<file path="config.mk">
export PLATFORM = sky130hd
export DESIGN_NAME = square_sequencer
export DESIGN_NICKNAME = d
export VERILOG_FILES = /design/src/rtl/square_sequencer.sv
export SDC_FILE = /design/constraint.sdc
export NUM_CORES = 1
export LEC_CHECK = 0
export ABC_AREA = 1
export BUFFER_PORTS_ARGS = -buffer_cell sky130_fd_sc_hd__buf_2
export CORE_MARGIN = 4
export CORE_UTILIZATION = 40
export CTS_CLUSTER_DIAMETER = 60
export DETAILED_ROUTE_END_ITERATION = 10
export GPL_TIMING_DRIVEN = 0
export HOLD_SLACK_MARGIN = 0.02
export SYNTH_ARGS = -nofsm -noshare
export SYNTH_HDL_FRONTEND = slang
export SYNTH_SLANG_ARGS = --single-unit
</file>
<file path="constraint.sdc">
create_clock -name Clock -period 2.3 [get_ports Clock]
set_clock_uncertainty 0.05 [all_clocks]
set_input_delay 0.575 -clock Clock [delete_from_list [all_inputs] [get_ports Clock]]
set_output_delay 0.575 -clock Clock [all_outputs]
set_load 0.05 [all_outputs]
</file>
<file path="src/rtl/square_sequencer.sv">
// square_sequencer: queues square-draw requests in a 4-entry FIFO and sequences
// them to an 8x8 square drawer (LOAD -> 1-cycle strobe -> 66-cycle hold).
// Optional feature macro: SQSEQ_CLIP_EN. When it is defined, requests whose
// top-left corner would push the square off-screen are accepted, discarded
// and counted in drop_count.
module square_sequencer (
    input  logic       Clock,
    input  logic       Resetn,
    input  logic       req_valid,
    output logic       req_ready,
    input  logic [7:0] req_x,
    input  logic [6:0] req_y,
    input  logic [8:0] req_colour,
    input  logic       req_erase,
    output logic       Plot_n,
    output logic       Black_n,
    output logic [7:0] X_out,
    output logic [6:0] Y_out,
    output logic [8:0] Colour_out,
    output logic       busy,
    output logic [7:0] drop_count
);

    typedef enum logic [1:0] {IDLE, LOAD, STROBE, HOLD} state_t;

    // 64 pixels plus the drawer's 2-cycle pipeline: HOLD spans counts 65..0
    localparam logic [6:0] HOLD_START = 7'd65;

    state_t      state, state_nxt;
    logic [6:0]  hold_cnt;
    logic        erase_q;

    // FIFO entry layout: {erase, colour, y, x}
    logic [24:0] fifo_mem [4];
    logic [1:0]  wr_ptr, rd_ptr;
    logic [2:0]  fifo_count;
    logic        fifo_full, fifo_empty;
    logic        push, pop, accept, clip_hit;
    logic [24:0] rd_entry;

    assign fifo_full  = (fifo_count == 3'd4);
    assign fifo_empty = (fifo_count == 3'd0);
    assign pop        = (state == LOAD);
    // A pop in LOAD frees a slot in the same cycle, so a full FIFO can still
    // take a push then; pop comes from registered state, so no loop via req_valid.
    assign req_ready  = ~fifo_full | pop;
    assign accept     = req_valid & req_ready;
    assign push       = accept & ~clip_hit;
    assign rd_entry   = fifo_mem[rd_ptr];

`ifdef SQSEQ_CLIP_EN
    // Off-screen squares are taken off the bus but never drawn
    assign clip_hit = (req_x > 8'd152) | (req_y > 7'd112);

    // Count discarded requests, saturating at 255
    always_ff @(posedge Clock or negedge Resetn) begin
        if (!Resetn) begin
            drop_count <= 8'd0;
        end else if (accept && clip_hit && drop_count != 8'hFF) begin
            drop_count <= drop_count + 8'd1;
        end
    end
`else
    assign clip_hit   = 1'b0;
    assign drop_count = 8'd0;
`endif

    // FIFO storage: contents need no reset, emptiness is tracked by fifo_count
    always_ff @(posedge Clock) begin
        if (push) begin
            fifo_mem[wr_ptr] <= {req_erase, req_colour, req_y, req_x};
        end
    end

    // FIFO pointers and occupancy; 2-bit pointers wrap modulo 4 naturally
    always_ff @(posedge Clock or negedge Resetn) begin
        if (!Resetn) begin
            wr_ptr     <= 2'd0;
            rd_ptr     <= 2'd0;
            fifo_count <= 3'd0;
        end else begin
            if (push) wr_ptr <= wr_ptr + 2'd1;
            if (pop)  rd_ptr <= rd_ptr + 2'd1;
            case ({push, pop})
                2'b10:   fifo_count <= fifo_count + 3'd1;
                2'b01:   fifo_count <= fifo_count - 3'd1;
                default: fifo_count <= fifo_count;
            endcase
        end
    end

    // FSM state register
    always_ff @(posedge Clock or negedge Resetn) begin
        if (!Resetn) begin
            state <= IDLE;
        end else begin
            state <= state_nxt;
        end
    end

    // FSM next-state logic
    always_comb begin
        state_nxt = state;
        case (state)
            IDLE:    if (!fifo_empty) state_nxt = LOAD;
            LOAD:    state_nxt = STROBE;
            STROBE:  state_nxt = HOLD;
            HOLD:    if (hold_cnt == 7'd0) state_nxt = fifo_empty ? IDLE : LOAD;
            default: state_nxt = IDLE;
        endcase
    end

    // Hold down-counter: loaded as HOLD is entered, runs to zero
    always_ff @(posedge Clock or negedge Resetn) begin
        if (!Resetn) begin
            hold_cnt <= 7'd0;
        end else if (state == STROBE) begin
            hold_cnt <= HOLD_START;
        end else if (state == HOLD && hold_cnt != 7'd0) begin
            hold_cnt <= hold_cnt - 7'd1;
        end
    end

    // Capture the popped entry; erase squares are always drawn black
    always_ff @(posedge Clock or negedge Resetn) begin
        if (!Resetn) begin
            X_out      <= 8'd0;
            Y_out      <= 7'd0;
            Colour_out <= 9'd0;
            erase_q    <= 1'b0;
        end else if (pop) begin
            X_out      <= rd_entry[7:0];
            Y_out      <= rd_entry[14:8];
            Colour_out <= rd_entry[24] ? 9'd0 : rd_entry[23:15];
            erase_q    <= rd_entry[24];
        end
    end

    // FSM outputs: exactly one active-low strobe, only in STROBE
    always_comb begin
        Plot_n  = 1'b1;
        Black_n = 1'b1;
        if (state == STROBE) begin
            if (erase_q) Black_n = 1'b0;
            else         Plot_n  = 1'b0;
        end
        busy = (state != IDLE) | ~fifo_empty;
    end

endmodule

</file>
# --- Yosys cells after proc, flatten, opt, wreduce, memory -nomap -nowiden ---
# Memories as Yosys holds them, arrays and structs flattened.
# Index checks and enable logic that the tools add are counted.
classes:
  n_addsub: 5
  mul: 0
  div_mod_pow: 0
  magnitude_cmp: 0
  n_eq_ne: 8
  shifts: 0
  mux: 14
  bitwise: 5
  reduce_logical: 9
ops:
  columns: ["operator", "n"]
  rows:
  - ["7-bit two-way mux", 2]
  - ["9-bit two-way mux", 1]
  - ["2-bit one-hot mux with 4 select lines", 1]
  - ["7-bit zero test", 1]
  - ["1-bit two-way mux", 7]
  - ["7-bit nonzero test", 1]
  - ["7-bit by 1-bit subtractor with 7-bit output, second input constant", 1]
  - ["2-bit equality test, second input constant", 3]
  - ["3-bit one-hot mux with 2 select lines", 1]
  - ["2-bit nonzero test", 3]
  - ["2-bit by 1-bit adder with 2-bit output, second input constant", 2]
  - ["2-bit by 1-bit equality test with 1-bit output, second input constant", 2]
  - ["2-bit two-way mux", 2]
  - ["2-bit inequality test, second input constant", 2]
  - ["3-bit by 1-bit adder with 3-bit output, second input constant", 1]
  - ["3-bit equality test, second input constant", 1]
  - ["3-bit zero test", 1]
  - ["3-bit by 1-bit subtractor with 3-bit output, second input constant", 1]
  - ["2-bit zero test", 1]
  - ["1-bit inverter", 2]
  - ["1-bit OR", 2]
  - ["2-bit AND reduction", 1]
  - ["1-bit AND", 1]
  - ["1-bit logical AND", 1]
totals:
  reg_bits: 41
  latchBits: 0
  mem_bits_rw: 100
  romBits: 0
  inputBits: 28
  output_inout_bits: 36
  word_cells: 51
  mem_count: 1
memory_table:
  columns: ["name", "words", "word_bits", "rd", "rd_clocked_by_memory_dff", "write_ports", "line", "rtl"]
  rows:
  - ["fifo_mem", 4, 25, 1, 0, 1, "34", "logic [24:0] fifo_mem [4];"]

# --- Logic depth before layout (Yosys ltp) ---
depth:
  ltp_word: 6
  mapped_depth: 9
  mapped_depth_nobuf: 9

# --- Least setup slack after synthesis ---
# No wires, ideal clock.
synth_path:
  path_kind: "reg2reg"
  startpoint: "register state[1]"
  endpoint: "memory fifo_mem[0][0], enable pin"
  setup_ps: 407
  arrival_ps: 2528
  required_ps: 1843
  slack_ps: -685
  stages_incl_launch_ff: 7
  n_path_buf: 0
  synth_period_minus_slack_ps: 2985
  cell_sequence: "dfrtp_1 -> inv_1 -> ha_1 -> inv_2 -> nand3_1 -> nand2_1 -> nor2_1"
synth_between:
  elab_chain_cells: 5
synth_rtl:
  columns: ["item", "line", "rtl"]
  rows:
  - ["start: declaration", "29", "state_t state, state_nxt;"]
  - ["start signal: assignment", "97", "state <= state_nxt;"]
  - ["2-bit by 1-bit equality test with 1-bit output", "43", "assign pop = (state == LOAD);"]
  - ["1-bit OR", "46", "assign req_ready = ~fifo_full | pop;"]
  - ["net req_ready", "10", "output logic req_ready,"]
  - ["1-bit AND", "47", "assign accept = req_valid & req_ready;"]
  - ["1-bit two-way mux", "70", "if (push) begin"]
  - ["1-bit two-way mux (implied by the code)", "71", "fifo_mem[wr_ptr] <= {req_erase, req_colour, req_y, req_x};"]
  - ["end: declaration", "34", null]
# The timed path passes the listed nets, and every way through them passes these cells.

# --- Final worst setup path ---
layout_path:
  startpoint: "register state[0]"
  endpoint: "output Plot_n"
layout_between:
  elab_chain_cells: 2
layout_rtl:
  columns: ["item", "line", "rtl"]
  rows:
  - ["2-bit equality test", "143", "if (state == STROBE) begin"]
  - ["1-bit two-way mux", "143", null]
  - ["end: declaration", "15", "output logic Plot_n,"]
# Every way passes these cells.

==> summary.txt <==
Worst ir drop on vdd -> 1070 uV
CP startpoint kind -> flop
Depth of the worst register-to-register path -> 6
Detailed Route Iter0 Violations -> 190
Seq/Total Area, Yosys -> 68.8%
Switching power summed over all nets -> 0.00435 W
Aggregate global-route resource usage -> 16.1%
Max Fclk -> 439 MHz
Switching share of power -> 39.8%
Headroom to the max-slew limit -> 30.6%
Hold Worst Slack -> 0.308 ns
Worst-case register-to-register setup slack -> 0.12 ns
Leading register cell type out of synthesis -> sky130_fd_sc_hd__edfxtp_1
Top-level port count -> 64
Clock latency of the later-clocked register in the worst-skew pair -> 0.41 ns
Number of distinct standard cells referenced by the synthesized netlist -> 33
Crit Reg-Reg Endpoint -> fifo_mem[0][2]
Vert. Die Dim -> 129 um
Synthesized area divided by synthesized cell count -> 11.8 sq um
Pre-CTS worst setup slack -> -0.0594 ns
Min Clock Period, post-route -> 2.28 ns
Final weighted congestion of routability-driven global placement -> 0.777
Critical path class -> reg2out
Sum of routed wire length over all layers -> 12.7 mm
Crit end category -> output port
RSZ-0062 raised after global routing -> yes
CTS Root Cell -> sky130_fd_sc_hd__clkbuf_16
Average vias per placed instance -> 4.91
DRT Pass-1 Iters -> 5
Number of CTS-inserted buffers -> 17
Arrival time at the worst endpoint -> 1.65 ns
Result of the run -> complete, no violations
Synthesized area -> 0.00585 sq mm
Pwr/cell area -> 1540 mW/mm^2
PnR worst setup slack -> 0.0231 ns
Detailed-placement wirelength estimate -> 7.83 mm
Maximum number of buffers from clock root to sink -> 2
Transition at the pin with the smallest max-transition slack -> 1.04 ns
Die area -> 0.0166 sq mm
Synth top area share -> 51.3%
Clk pwr share -> 26.1%
Startpoint of the most critical setup path -> state[0]
Multi-input gate area -> 0.00162 sq mm
Area delta synth->final -> 21.4%
Post-layout net count -> 616
Number of endpoints with negative hold slack in the final report -> 0
Area leader, netlist -> sky130_fd_sc_hd__edfxtp_1
Clock transition at the registers of the reported paths -> 0.06 ns
P_int -> 0.00657 W
CTS H-tree lvls -> 4
Most used standard cell by instance count after synthesis -> sky130_fd_sc_hd__nand2_1
FF/Latch Area -> 0.00403 sq mm
Crit Path Max Fanout -> 8
Cell count after synthesis -> 495
Post-synth EDFFs -> 100
Share of post-route cells with drive strength above 1 -> 26.6%
Number of remaining DRC errors -> 0
# Max-Cap Violations -> 0
Number of cell rows -> 43
Total overflow reported by the global router -> 0
Classification of the worst-slack hold path -> in2async
Setup-failing EPs final -> 0
Static power due to leakage -> 2.96 nW
First-pass GRT wire length -> 19.9 mm
Final Cycle Share -> 99.0%
Filler cell count -> 1293
Vias in the first global route -> 3883
Synthesized flop and latch total -> 141
Core region area -> 0.0141 sq mm
Leading cell types by total area after synthesis -> sky130_fd_sc_hd__edfxtp_1 (51%), sky130_fd_sc_hd__dfrtp_1 (18%), sky130_fd_sc_hd__nand2_1 (8.9%)
Inserted Diodes -> 0
Combinational Power Share -> 39.0%
Port-buffer cells -> 55
Routed wire per std cell -> 16.4 um
Synth warn -> 0
Data required time at the worst endpoint -> 1.67 ns
Critical register-to-register path startpoint -> state[1]
Asr flop ratio synth -> 29.1%
Count of antenna-violating nets left after detailed routing -> 0
Initial antenna violation count -> 1
Pins over their slew limit -> 0
Maximum number of pins on one net before global-route repair -> 42
Number of buffers inserted by hold repair at cts -> 0
Initial core utilization -> 41.5%
Clock tree from TritonCTS -> yes
Sequential fraction of design power -> 34.8%
Top post-synthesis cells by count -> sky130_fd_sc_hd__nand2_1 (139), sky130_fd_sc_hd__edfxtp_1 (100), sky130_fd_sc_hd__dfrtp_1 (41)
Number of sinks driven by the clock tree -> 141
Total via count after detailed routing -> 3787
Width of the die -> 129 um
per-layer routing:
metal	global-route usage (%)	vias to the layer above	routed length, um
li1	-	1841	-
met1	19.8	1827	5380
met2	26.0	109	6400
met3	5.52	8	784
met4	6.55	2	87
met5	0	-	12
per-stage QoR:
step | cell area, sq um | instances | power, W | setup TNS [ns] | util (%)
2_1_floorplan | 5920 | 502 | 0.00688 | 0 | -
3_3_place_gp | 6420 | 737 | 0.00790 | -0.817 | 45.5
3_5_place_dp | 6420 | 737 | 0.00803 | -3.97 | 45.5
4_1_cts | 7070 | 769 | 0.0110 | -0.00992 | 50.2
5_1_grt | 7110 | 771 | 0.0116 | -0.0730 | 50.4
6_report | 7110 | 771 | 0.0109 | 0 | 50.4
critical path, cell delays in order, from the launching register on:
cell and delay [ns]:
sky130_fd_sc_hd__dfrtp_2 0.46, sky130_fd_sc_hd__inv_4 0.10, sky130_fd_sc_hd__ha_4 0.18, sky130_fd_sc_hd__inv_4 0.07
sky130_fd_sc_hd__or2_2 0.28, sky130_fd_sc_hd__buf_6 0.16
power by group through the flow:
stage	Clock [W]	Combinational, W	Sequential [W]
floorplan	0	0.00249	0.00439
global placement	0	0.00410	0.00381
detailed placement	0	0.00420	0.00383
CTS	0.00290	0.00428	0.00380
global route	0.00301	0.00471	0.00388
finish	0.00285	0.00426	0.00381
flip-flops by register name (all words and copies together) (netlist names):
name        cells
wr_ptr          2
rd_ptr          2
X_out           8
state           2
Y_out           7
erase_q         1
fifo_count      3
hold_cnt        7
fifo_mem      100
Colour_out      9
cells in the final DEF (no fill, tap or decap), types with 3 or more instances in the layout:
cell type and count:
sky130_fd_sc_hd__nor2_4 5, sky130_fd_sc_hd__dfrtp_1 39, sky130_fd_sc_hd__inv_1 19, sky130_fd_sc_hd__ha_1 7, sky130_fd_sc_hd__bufinv_16 4, sky130_fd_sc_hd__inv_4 3
sky130_fd_sc_hd__nand2_1 138, sky130_fd_sc_hd__o21ai_2 5, sky130_fd_sc_hd__buf_12 3, sky130_fd_sc_hd__clkbuf_1 4, sky130_fd_sc_hd__nor2_1 22, sky130_fd_sc_hd__o21ai_0 26
sky130_fd_sc_hd__nand4_1 4, sky130_fd_sc_hd__edfxtp_1 100, sky130_fd_sc_hd__xor2_1 4, sky130_fd_sc_hd__nand3_1 28, sky130_fd_sc_hd__buf_4 12, sky130_fd_sc_hd__clkbuf_16 17
sky130_fd_sc_hd__inv_6 4, sky130_fd_sc_hd__buf_2 65, sky130_fd_sc_hd__conb_1 8, sky130_fd_sc_hd__nor2_2 18, sky130_fd_sc_hd__o22ai_1 15, sky130_fd_sc_hd__o21ai_1 11
cell type report:
type                       instances  area share [%]
sequential                       141            56.7
multi-input combinational        309            22.8
clock buffer                      19            6.09
buffer                            27            2.91
inverter                          25            1.50
tap                              180            3.17
clock inverter                    13            2.64
timing repair buffer              57            4.21
how the worst max path moves through the flow:
stage,endpoint,depth (start not counted)
after floorplan,fifo_mem[0][0],6
after global placement,fifo_mem[3][8],6
after detailed placement,fifo_mem[0][8],6
after CTS,Plot_n,5
after global routing,Plot_n,5
final,Plot_n,5
cells by family after synthesis:
family | count (synthesis) | share of synthesized area, %
flops | 141 | 68.8
fa+ha+maj | 10 | 2.27
other cells | 1 | 0.0641
simple gates | 224 | 16.8
compound gates | 62 | 6.11
buf+inv | 52 | 5.21
xor+xnor | 5 | 0.748
repair_timing:
item,in CTS,in global routing
pin swaps,1,0
gates resized for setup,12,4
setup buffers,0,2
setup endpoints to repair,102,102
gates cloned,0,0
(Power assumes the default switching activity.)
